**config.mk**
```make
export PLATFORM = sky130hd
export DESIGN_NAME = mem_access_stage
export DESIGN_NICKNAME = d
export VERILOG_FILES = /design/src/rtl/mem_stage_pkg.sv /design/src/rtl/mem_wb_register.sv /design/src/rtl/mem_access_stage.sv
export SDC_FILE = /design/constraint.sdc
export NUM_CORES = 1
export LEC_CHECK = 0
export CORE_AREA = 2 2 137 139
export DETAILED_ROUTE_END_ITERATION = 10
export DIE_AREA = 0 0 139 141
export PLACE_DENSITY_LB_ADDON = 0.12
export SETUP_SLACK_MARGIN = 0.02
export SYNTH_ARGS = -nofsm -noshare
export SYNTH_HDL_FRONTEND = slang
export SYNTH_HIERARCHICAL = 1
export SYNTH_SLANG_ARGS = --single-unit
```
**constraint.sdc**
```tcl
create_clock -name clk -period 2 [get_ports clk]
set_input_delay 0.5 -clock clk [delete_from_list [all_inputs] [get_ports clk]]
set_output_delay 0.5 -clock clk [all_outputs]
set_load 0.05 [all_outputs]
```
**src/rtl/mem_stage_pkg.sv**
```systemverilog
// Shared types and constants for the MEM pipeline stage: FSM states,
// default bus timeout and the MEM/WB control bubble.
package mem_stage_pkg;

    typedef enum logic [1:0] {
        IDLE     = 2'd0,
        ACCESS   = 2'd1,
        COMPLETE = 2'd2
    } state_t;

    localparam int DEFAULT_TIMEOUT = 255;

    typedef struct packed {
        logic mem_to_reg;
        logic reg_write;
    } wb_ctrl_t;

    localparam wb_ctrl_t WB_BUBBLE = '{mem_to_reg: 1'b0, reg_write: 1'b0};

endpackage

```
**src/rtl/mem_wb_register.sv**
```systemverilog
// MEM/WB pipeline register. A bubble clears only the control fields;
// the data fields hold so writeback sees stable values during a stall.
module mem_wb_register
    import mem_stage_pkg::*;
(
    input  logic        clk,
    input  logic        rst,
    input  logic        load,
    input  logic        bubble,
    input  logic        mem_to_reg,
    input  logic        reg_write,
    input  logic [31:0] read_data,
    input  logic [31:0] alu_result,
    input  logic [4:0]  write_reg,
    output logic        wb_mem_to_reg,
    output logic        wb_reg_write,
    output logic [31:0] wb_read_data,
    output logic [31:0] wb_alu_result,
    output logic [4:0]  wb_write_reg
);

    // NOTE: sequential state uses non-blocking assignments so every register
    // samples pre-edge values, independent of statement order.
    always_ff @(posedge clk) begin
        if (rst) begin
            wb_mem_to_reg <= 1'b0;
            wb_reg_write  <= 1'b0;
            wb_read_data  <= '0;
            wb_alu_result <= '0;
            wb_write_reg  <= '0;
        end else if (bubble) begin
            wb_mem_to_reg <= WB_BUBBLE.mem_to_reg;
            wb_reg_write  <= WB_BUBBLE.reg_write;
        end else if (load) begin
            wb_mem_to_reg <= mem_to_reg;
            wb_reg_write  <= reg_write;
            wb_read_data  <= read_data;
            wb_alu_result <= alu_result;
            wb_write_reg  <= write_reg;
        end
    end

endmodule

```
**src/rtl/mem_access_stage.sv**
```systemverilog
// MEM pipeline stage: word loads/stores over a req/ack bus with timeout,
// upstream stall while an access is outstanding, and the MEM/WB register.
module mem_access_stage
    import mem_stage_pkg::*;
#(
    parameter int TIMEOUT = DEFAULT_TIMEOUT
) (
    input  logic        clk,
    input  logic        rst,
    input  logic        in_mem_to_reg,
    input  logic        in_reg_write,
    input  logic        in_mem_read,
    input  logic        in_mem_write,
    input  logic [31:0] in_alu_result,
    input  logic [31:0] in_write_data,
    input  logic [4:0]  in_write_reg,
    output logic        bus_req,
    output logic        bus_we,
    output logic [31:0] bus_addr,
    output logic [31:0] bus_wdata,
    input  logic [31:0] bus_rdata,
    input  logic        bus_ack,
    output logic        stall,
    output logic        mem_fault,
    output logic        wb_mem_to_reg,
    output logic        wb_reg_write,
    output logic [31:0] wb_read_data,
    output logic [31:0] wb_alu_result,
    output logic [4:0]  wb_write_reg
);

    localparam int CNT_W = $clog2(TIMEOUT + 1);

    state_t           state;
    state_t           state_next;
    logic [CNT_W-1:0] cnt;
    logic [31:0]      cap_data;
    logic             cap_fault;
    logic             mem_op;
    logic             bad_op;
    logic             cnt_last;
    logic [31:0]      sel_data;
    logic             sel_reg_write;

    assign cnt_last = (cnt == CNT_W'(TIMEOUT - 1));

    // NOTE: every signal written here gets a default first, so no path can
    // leave one unassigned and infer a latch.
    always_comb begin
        mem_op        = in_mem_read | in_mem_write;
        bad_op        = mem_op & ((in_alu_result[1:0] != 2'b00) | (in_mem_read & in_mem_write));
        state_next    = state;
        stall         = 1'b0;
        sel_data      = '0;
        sel_reg_write = in_reg_write;
        case (state)
            IDLE: begin
                if (bad_op) begin
                    sel_reg_write = 1'b0;
                end else if (mem_op) begin
                    stall      = 1'b1;
                    state_next = ACCESS;
                end
            end
            ACCESS: begin
                stall = 1'b1;
                if (bus_ack || cnt_last) begin
                    state_next = COMPLETE;
                end
            end
            COMPLETE: begin
                sel_data      = cap_data;
                sel_reg_write = in_reg_write & ~cap_fault;
                state_next    = IDLE;
            end
            default: state_next = IDLE;
        endcase
    end

    always_ff @(posedge clk) begin
        if (rst) begin
            state     <= IDLE;
            cnt       <= '0;
            bus_req   <= 1'b0;
            bus_we    <= 1'b0;
            bus_addr  <= '0;
            bus_wdata <= '0;
            cap_data  <= '0;
            cap_fault <= 1'b0;
            mem_fault <= 1'b0;
        end else begin
            state     <= state_next;
            mem_fault <= 1'b0;
            case (state)
                IDLE: begin
                    if (bad_op) begin
                        mem_fault <= 1'b1;
                    end else if (mem_op) begin
                        bus_req   <= 1'b1;
                        bus_we    <= in_mem_write;
                        bus_addr  <= {in_alu_result[31:2], 2'b00};
                        bus_wdata <= in_write_data;
                        cnt       <= '0;
                        cap_fault <= 1'b0;
                    end
                end
                ACCESS: begin
                    // An ack in the final counted cycle still wins over the timeout.
                    if (bus_ack) begin
                        cap_data <= bus_rdata;
                        bus_req  <= 1'b0;
                    end else if (cnt_last) begin
                        bus_req   <= 1'b0;
                        mem_fault <= 1'b1;
                        cap_data  <= '0;
                        cap_fault <= 1'b1;
                    end else begin
                        cnt <= cnt + 1'b1;
                    end
                end
                default: ;
            endcase
        end
    end

    mem_wb_register u_mem_wb (
        .clk           (clk),
        .rst           (rst),
        .load          (~stall),
        .bubble        (stall),
        .mem_to_reg    (in_mem_to_reg),
        .reg_write     (sel_reg_write),
        .read_data     (sel_data),
        .alu_result    (in_alu_result),
        .write_reg     (in_write_reg),
        .wb_mem_to_reg (wb_mem_to_reg),
        .wb_reg_write  (wb_reg_write),
        .wb_read_data  (wb_read_data),
        .wb_alu_result (wb_alu_result),
        .wb_write_reg  (wb_write_reg)
    );

endmodule

```
==> impl_metrics.env, run 1 <==
export IMPL_cp_required_ns=1.50
export IMPL_critPathBufInv=3
export IMPL_ys_async_sr_fraction=0
export IMPL_initial_core_util=0.399
export IMPL_synth_cell_area_um2=7290
export IMPL_place_congestion=0.807
export IMPL_drt_initial_drc_count=306
export IMPL_clock_latency_ns=0.42
export IMPL_routedWlPerCell_um=16.3
export IMPL_root_buffer="clkbuf_16"
export IMPL_grt_pass1_vias=6055
export IMPL_antenna_found_initial=0
export IMPL_num_rows=50
export IMPL_numClockSinks=179
export IMPL_slew_headroom=0.660
export IMPL_drt_pass1_iter_count=5
export IMPL_ios=247
export IMPL_p_leak_nw=4.16
export IMPL_die_w_um=139
export IMPL_hold_viol=0
export IMPL_power_density_nw_per_um2=823
export IMPL_combPwrFrac=0.186
export IMPL_start_kind="input port"
export IMPL_critPathSlowestCell="dlygate4sd2_1"
export IMPL_worst_path_max_fanout=2
export IMPL_cts_buffers_inserted=17
export IMPL_violations="setup timing"
export IMPL_post_route_drc_count=0
export IMPL_slew_violations=0
export IMPL_cp_slowest_stage_delay_ns=0.27
export IMPL_crit_arrival_ns=1.51
export IMPL_die_h_um=141
export IMPL_layout_drive_gt1_share=0.152
export IMPL_grt_overflow=0
export IMPL_n_antenna_cell=0
export IMPL_power_switching_mw=2.41
export IMPL_intPower_mw=6.23
export IMPL_cp_top_family="simple AND/OR/NAND/NOR gates"
export IMPL_hpwl_um=13500
export IMPL_synth_edf_count=0
export IMPL_rsz0062_at_grt="true"
export IMPL_grt_max_degree=64
export IMPL_tightestPinTransition_ns=0.513
export IMPL_grt_usage=0.206
export IMPL_cts_clk_slew_worst_paths_ns=0.06
export IMPL_core_um2=18300
export IMPL_grt_pass1_wl_um=32400
export IMPL_setup_slack_ns=-0.0144
export IMPL_cts_path_max_buffers=2
export IMPL_hold_class="flip-flop to flip-flop"
export IMPL_yosysWarnings=6
export IMPL_crit_chain="dlygate4sd2_1 > nor4_4 > and2_4 > nor2_4 > inv_4 > buf_12"
export IMPL_synthFlopType="dfxtp_1"
export IMPL_finish_instance_area_um2=10500
export IMPL_ys_types=41
export IMPL_cts_tree="built"
export IMPL_vdd_ir_drop_max_mv=0.565
export IMPL_switching_share=0.279
export IMPL_fmax_mhz=496
export IMPL_power_mw=8.64
export IMPL_holdWs_ns=0.450
export IMPL_placedInstanceArea_um2=9990
export IMPL_syn_area_per_cell_um2=9.18
export IMPL_syn2layout_area_growth_pct=43.9
export IMPL_yosysSeqAreaShare=0.491
export IMPL_finalCritPeriodShare=1.01
export IMPL_fin_nets=1135
export IMPL_p_seq_frac=0.438
export IMPL_syn_inst=795
export IMPL_setup_viol=1
export IMPL_p_clk_frac=0.377
export IMPL_avgViaCountPerCell=5.05
export IMPL_synth_seq_cells=179
export IMPL_num_vias=6412
export IMPL_ant_nets=0
export IMPL_crit_type="input port to primary output"
export IMPL_status="finished, violations left"
export IMPL_cap_violations=0
export IMPL_min_period_ns=2.01
export IMPL_skew_ns=0.0139
export IMPL_numPortBuffers=244
export IMPL_htree_levels=4
export IMPL_endpoint_kind="primary output"
export IMPL_wl_um=20700
export IMPL_die_area_um2=19600
## tightest hold or removal path, delay by kind of cell, from the launching register on
kind / cells / cell delay [ns]
AND/OR/NAND/NOR: 1 / 0.05
AO/OA/AOI/OAI: 1 / 0.05
flip-flops: 1 / 0.31
## metrics by stage
stage	setup TNS [ns]	setup slack, ns	instances	util
2_1_floorplan	0	0.0546	796	-
3_3_place_gp	-21.28	-0.278	1238	0.547
3_5_place_dp	-23.75	-0.306	1238	0.547
4_1_cts	-0.0324	-0.0324	1269	0.575
5_1_grt	-0.0650	-0.0650	1269	0.575
6_report	-0.0144	-0.0144	1269	0.575
## synthesized netlist by cell type (all sizes together) (2+ instances only)
| cell type | count | share of area |
|---|---|---|
| buf | 21 | 0.020 |
| and2 | 33 | 0.028 |
| ha | 2 | 0.0034 |
| nand4 | 2 | 0.0017 |
| dfxtp | 179 | 0.49 |
| nor2 | 4 | 0.0021 |
| nand2b | 70 | 0.060 |
| a31oi | 4 | 0.0034 |
| nor3b | 3 | 0.0031 |
| nand4bb | 69 | 0.11 |
| inv | 3 | 0.0015 |
| o21ai | 73 | 0.055 |
| nand3 | 12 | 0.0082 |
| nor2b | 4 | 0.0045 |
| or4 | 2 | 0.0021 |
| a22o | 32 | 0.038 |
| o211ai | 2 | 0.0021 |
| mux2i | 2 | 0.0027 |
| nor4 | 2 | 0.0026 |
| clkbuf | 52 | 0.028 |
| a21oi | 75 | 0.051 |
| nor3 | 6 | 0.0041 |
| nand2 | 133 | 0.068 |
## cells in the final DEF (no fill, tap or decap), types with 2 or more instances in the layout
cell type,n
a21oi_1,74
a22o_1,32
a31oi_1,4
and2_1,32
buf_12,14
buf_4,95
bufinv_16,2
clkbuf_1,2
clkbuf_16,17
clkbuf_8,2
clkdlybuf4s50_1,102
clkinvlp_4,3
conb_1,2
dfxtp_1,177
dlygate4sd2_1,72
ha_1,2
inv_1,2
mux2i_1,2
nand2_1,132
nand2b_1,70
nand3_1,12
nand4_1,2
nand4bb_1,69
nor2_1,3
nor2b_1,3
nor3_1,6
nor3b_1,2
o211ai_1,2
o21ai_0,60
o21ai_1,3
o21ai_2,10
or4_1,2
## final timing paths
path	slack [ns]	startpoint	depth (start not counted)	endpoint
max	-0.01	in_alu_result[0]	6	stall
max reg2reg	0.27	cnt[0]	6	cnt[4]
min reg2reg	0.45	bus_addr[18]	2	bus_addr[18]
min	0.45	bus_addr[18]	2	bus_addr[18]
## final cells by class
type | count | area (um2)
clock buffer | 21 | 460
sequential | 179 | 3590
multi-input combinational | 541 | 3390
fill | 1689 | 7770
tap | 234 | 293
clock inverter | 8 | 105
timing repair buffer | 283 | 2650
inverter | 3 | 13.8
## routing by layer
metal	GRT usage	part of all wire
met1	0.266	0.46
met2	0.343	0.49
met4	0.0739	0.013
met5	0	0
met3	0.0411	0.043
## cell families after synthesis
family	share of synthesized area
adder cells (fa/ha/maj)	0.00343
multiplexers	0.00274
XOR/XNOR	0.00120
other	0.000514
AND/OR/NAND/NOR	0.295
buffers and inverters	0.0497
flip-flops	0.491
AO/OA/AOI/OAI	0.156
## power groups by stage
stage               Combinational (mW)  Sequential, mW  Clock, mW
floorplan                        0.506            4.31          0
finish                            1.60            3.78       3.25
CTS                               1.61            3.78       3.34
global route                      1.69            3.80       3.49
global placement                  1.64            3.86          0
detailed placement                1.64            3.86          0
## what timing repair did
item                                    4_1_cts  5_1_grt
gates resized for setup                      77        0
setup buffers                                 2        0
hold buffers                                  0        0
pin swaps                                     4        0
endpoints found under the setup margin       69        1
No activity file was read; power rests on OpenSTA's default activity.
==> inputs of run 2 (changes only) <==
--- a/config.mk
+++ b/config.mk
@@ -9,6 +9,7 @@
 export DETAILED_ROUTE_END_ITERATION = 10
 export DIE_AREA = 0 0 139 141
 export PLACE_DENSITY_LB_ADDON = 0.12
+export REMOVE_ABC_BUFFERS = 1
 export SETUP_SLACK_MARGIN = 0.02
 export SYNTH_ARGS = -nofsm -noshare
 export SYNTH_HDL_FRONTEND = slang
==> run 2 against run 1 <==
The run now ends clean; critical endpoint unchanged; hold slack improved by 0.00096 ns; final cell count rose by 0.39%; register-to-register slack got worse by 0.06 ns; setup slack improved by 0.042 ns; sequential share of layout area fell by 0.26 points; clock skew fell by 0.0045 ns; sequential cell count did not move; sequential power barely moved.
==> impl_metrics.env, run 2 (same netlist as run 1, synthesis figures left out) <==
export IMPL_clock_latency_ns=0.43
export IMPL_fin_nets=1137
export IMPL_status="finished clean"
export IMPL_grt_max_degree=78
export IMPL_seqCellArea_um2=3590
export IMPL_power_switching_mw=2.49
export IMPL_slew_headroom=0.660
export IMPL_ant_nets=0
export IMPL_finalSetupTns_ns=0
export IMPL_fmax_mhz=507
export IMPL_num_vias=6435
export IMPL_vdd_ir_drop_max_mv=0.605
export IMPL_worst_path_max_fanout=3
export IMPL_drt_initial_drc_count=305
export IMPL_cts_tree="built"
export IMPL_core_um2=18300
export IMPL_grt_overflow=0
export IMPL_wl_um=20100
export IMPL_placedInstanceArea_um2=9960
export IMPL_p_seq_frac=0.423
export IMPL_cp_slowest_stage_delay_ns=0.35
export IMPL_setup_viol=0
export IMPL_grt_usage=0.201
export IMPL_hpwl_um=13000
export IMPL_die_h_um=141
export IMPL_die_w_um=139
export IMPL_p_leak_nw=4.20
export IMPL_grt_pass1_wl_um=32200
export IMPL_num_rows=50
export IMPL_numClockSinks=179
export IMPL_crit_arrival_ns=1.47
export IMPL_numPortBuffers=244
export IMPL_critPathBufInv=2
export IMPL_cp_required_ns=1.50
export IMPL_ios=247
export IMPL_hold_viol=0
export IMPL_hold_class="flip-flop to flip-flop"
export IMPL_antenna_found_initial=0
export IMPL_power_density_nw_per_um2=846
export IMPL_rsz0062_at_grt="true"
export IMPL_start_kind="flip-flop"
export IMPL_syn2layout_area_growth_pct=44.9
export IMPL_tightestPinTransition_ns=0.512
export IMPL_mostFrequentLayoutCells="177 x dfxtp_1, 132 x nand2_1, 102 x clkdlybuf4s50_1"
export IMPL_cp_top_family="simple AND/OR/NAND/NOR gates"
export IMPL_die_area_um2=19600
export IMPL_layout_drive_gt1_share=0.160
export IMPL_n_antenna_cell=0
export IMPL_htree_levels=4
export IMPL_cts_clk_slew_worst_paths_ns=0.07
export IMPL_cts_buffers_inserted=17
export IMPL_min_period_ns=1.97
export IMPL_intPower_mw=6.45
export IMPL_critPathSlowestCell="dfxtp_2"
export IMPL_p_clk_frac=0.399
export IMPL_initial_core_util=0.399
export IMPL_cts_path_max_buffers=2
export IMPL_drt_pass1_iter_count=5
export IMPL_cts_hold_buf=0
export IMPL_fillerInstances=1684
export IMPL_utilization=0.578
export IMPL_finalCritPeriodShare=0.986
export IMPL_holdWs_ns=0.451
export IMPL_endpoint_kind="primary output"
export IMPL_root_buffer="clkbuf_16"
export IMPL_place_congestion=0.799
export IMPL_cap_violations=0
export IMPL_final_common_cell="dfxtp_1"
export IMPL_slew_violations=0
export IMPL_crit_chain="nor4_4 > and2_4 > nor2_4 > inv_4 > buf_12"
export IMPL_finish_instance_area_um2=10600
export IMPL_switching_share=0.279
export IMPL_routedWlPerCell_um=15.8
export IMPL_power_mw=8.94
export IMPL_grt_pass1_vias=6038
export IMPL_multi_input_area_um2=3390
export IMPL_avgViaCountPerCell=5.05
export IMPL_crit_type="flip-flop to primary output"
export IMPL_skew_ns=0.00943
export IMPL_combPwrFrac=0.178
export IMPL_post_route_drc_count=0
-- run 2: changes by cell type in the layout (fill, tap and decap cells not counted), sizes merged --
cell and change:
clkdlybuf4s15 +1, buf +4, bufinv +2, dlygate4sd2 -3, clkinvlp -1, clkbuf -3, inv +4, clkinv +1
-- run 2: repair_timing --
item	in CTS	in global routing
endpoints found under the hold margin	0	0
pin swaps	3	1
gates resized for setup	76	1
endpoints found under the setup margin	67	1
setup buffers	4	2
-- run 2: worst paths after layout --
path / startpoint / endpoint / slack (ns) / cells past startpoint
worst min-delay path: bus_wdata[17] / bus_wdata[17] / 0.45 / 2
worst max register to register: state[0] / cnt[1] / 0.21 / 7
worst min register to register: bus_wdata[17] / bus_wdata[17] / 0.45 / 2
worst max-delay path: state[0] / stall / 0.03 / 5
-- run 2: power groups by stage --
stage | clock network [mW] | registers (mW) | logic [mW]
finish | 3.57 | 3.78 | 1.59
global route | 3.81 | 3.80 | 1.68
CTS | 3.65 | 3.78 | 1.60
detailed placement | 0 | 3.87 | 1.62
global placement | 0 | 3.86 | 1.61
floorplan | 0 | 4.31 | 0.386
-- run 2: final cells by class --
type,instances,share of cell area
repair buffers,285,0.252
clock buffers,18,0.0406
well taps,234,0.0277
clock inverters,14,0.0189
flip-flops and latches,179,0.339
multi-input cells,541,0.321
inverters,3,0.00130
-- run 2: stage by stage --
stage / cells / setup WS [ns]
floorplan: 723 / -4.90
global placement: 1236 / -0.305
detailed placement: 1236 / -0.316
CTS: 1272 / 0.00225
global route: 1274 / -0.0386
finish: 1274 / 0.0273
-- run 2: worst min-delay path, cell delays in order (launching register included) --
cell,delay [ns]
dfxtp_1,0.31
nand2_1,0.05
a21oi_1,0.05
-- run 2: per-layer routing --
layer	GRT usage	part of all wire	up-vias
met5	0	0	-
met4	0.0633	0.016	0
met3	0.0574	0.066	21
met2	0.318	0.44	200
met1	0.267	0.48	2993
li1	-	-	3221
==> inputs of run 3 (changes only) <==
--- a/config.mk
+++ b/config.mk
@@ -5,9 +5,12 @@
 export SDC_FILE = /design/constraint.sdc
 export NUM_CORES = 1
 export LEC_CHECK = 0
-export CORE_AREA = 2 2 137 139
+export CAP_MARGIN = 5
+export CELL_PAD_IN_SITES_DETAIL_PLACEMENT = 0
+export CELL_PAD_IN_SITES_GLOBAL_PLACEMENT = 1
+export CORE_AREA = 2 2 159 161
 export DETAILED_ROUTE_END_ITERATION = 10
-export DIE_AREA = 0 0 139 141
+export DIE_AREA = 0 0 161 163
 export PLACE_DENSITY_LB_ADDON = 0.12
 export REMOVE_ABC_BUFFERS = 1
 export SETUP_SLACK_MARGIN = 0.02
==> run 3 against run 2 <==
Core utilization decreased by 15 points; sequential power is essentially flat; global-route usage shrank 3.8 points; largest power group unchanged; final cell count is 8.0% higher; sequential share of layout area shrank 0.33 points.
==> impl_metrics.env, run 3 (same netlist as run 1, synthesis figures left out) <==
export IMPL_die_w_um=161
export IMPL_drt_initial_drc_count=283
export IMPL_setup_viol=0
export IMPL_cts_hold_buf=0
export IMPL_mostFrequentLayoutCells="177 x dfxtp_1, 132 x nand2_1, 113 x buf_4"
export IMPL_cap_violations=0
export IMPL_hold_viol=0
export IMPL_grt_pass1_wl_um=34300
export IMPL_fin_nets=1143
export IMPL_cts_path_max_buffers=2
export IMPL_ant_nets=0
export IMPL_layout_drive_gt1_share=0.173
export IMPL_crit_arrival_ns=1.47
export IMPL_multi_input_area_um2=3390
export IMPL_status="finished clean"
export IMPL_grt_overflow=0
export IMPL_endpoint_kind="primary output"
export IMPL_fmax_mhz=508
export IMPL_die_area_um2=26200
export IMPL_grt_pass1_vias=6212
export IMPL_numPortBuffers=244
export IMPL_place_congestion=0.721
export IMPL_clock_latency_ns=0.42
export IMPL_seqCellArea_um2=3590
export IMPL_syn2layout_area_growth_pct=46.3
export IMPL_vdd_ir_drop_max_mv=0.436
export IMPL_cp_required_ns=1.50
export IMPL_num_vias=6365
export IMPL_grt_max_degree=77
export IMPL_slew_headroom=0.661
export IMPL_rsz0062_at_grt="true"
export IMPL_htree_levels=4
export IMPL_p_leak_nw=4.19
export IMPL_grt_usage=0.163
export IMPL_fillerInstances=2498
export IMPL_post_route_drc_count=0
export IMPL_hold_class="input port to flip-flop"
export IMPL_finalSetupTns_ns=0
export IMPL_wl_um=21600
export IMPL_cts_clk_slew_worst_paths_ns=0.07
export IMPL_core_um2=24700
export IMPL_start_kind="input port"
export IMPL_cts_buffers_inserted=17
export IMPL_min_period_ns=1.97
export IMPL_num_rows=58
export IMPL_root_buffer="clkbuf_16"
export IMPL_initial_core_util=0.296
export IMPL_slew_violations=0
export IMPL_worst_path_max_fanout=4
export IMPL_ios=247
export IMPL_fin_cells=1376
export IMPL_crit_type="input port to primary output"
export IMPL_avgViaCountPerCell=4.63
export IMPL_die_h_um=163
export IMPL_numClockSinks=179
export IMPL_n_antenna_cell=0
export IMPL_tightestPinTransition_ns=0.510
export IMPL_finalCritPeriodShare=0.984
export IMPL_antenna_found_initial=1
export IMPL_power_density_nw_per_um2=811
export IMPL_routedWlPerCell_um=15.7
export IMPL_cts_tree="built"
export IMPL_hpwl_um=14500
export IMPL_drt_pass1_iter_count=4
export IMPL_final_common_cell="dfxtp_1"
export IMPL_skew_ns=0.0109
export IMPL_dp_cells=1338
[run 3: worst paths after layout]
path	start	to	slack (ns)	cells after the start
max	in_alu_result[1]	stall	0.03	6
max reg2reg	state[0]	u_mem_wb/wb_alu_result[25]	0.22	9
min reg2reg	bus_wdata[17]	bus_wdata[17]	0.45	2
min	rst	cnt[0]	0.42	2
[run 3: stage by stage]
step           total power, mW  setup slack, ns   util  area, um2  hold slack, ns
6_report                  8.66           0.0318  0.433      10700           0.417
5_1_grt                   9.05          -0.0219  0.433      10700           0.415
4_1_cts                   8.80         -0.00467  0.432      10700           0.400
3_5_place_dp              5.52           -0.302  0.410      10100           0.446
3_3_place_gp              5.51           -0.296  0.410      10100           0.441
2_1_floorplan             4.70            -4.90      -       6950           0.441
[run 3: power breakdown]
group | total [mW] | switching [mW] | leakage (nW) | internal (mW)
clock network | 3.26 | 1.43 | 0.284 | 1.83
registers | 3.78 | 0.0697 | 1.46 | 3.71
logic | 1.62 | 0.983 | 2.44 | 0.637
total | 8.66 | 2.48 | 4.19 | 6.17
[run 3: what timing repair did]
item,CTS,global route
setup buffers,4,2
gates cloned,0,0
pin swaps,3,2
resized for setup,66,3
setup endpoints to repair,58,1
[run 3: layout make-up]
| class | count | share of cell area |
|---|---|---|
| sequential | 179 | 0.336 |
| clock buffer | 21 | 0.0441 |
| tap | 330 | 0.0387 |
| inverter | 3 | 0.00129 |
| multi-input combinational | 541 | 0.318 |
| timing repair buffer | 291 | 0.253 |
| clock inverter | 11 | 0.00950 |
[run 3: routing by layer]
layer / track usage / vias to the layer above / wire length (um)
met5: 0 / - / 12
met1: 0.217 / 2920 / 10500
met3: 0.0481 / 17 / 1450
met2: 0.263 / 192 / 9470
li1: - / 3234 / -
met4: 0.0361 / 2 / 199
[run 3: critical path: stages]
cell	delay, ns
clkdlybuf4s15_1	0.21
nor4_4	0.30
and2_4	0.21
nor2_4	0.05
inv_4	0.06
buf_12	0.13
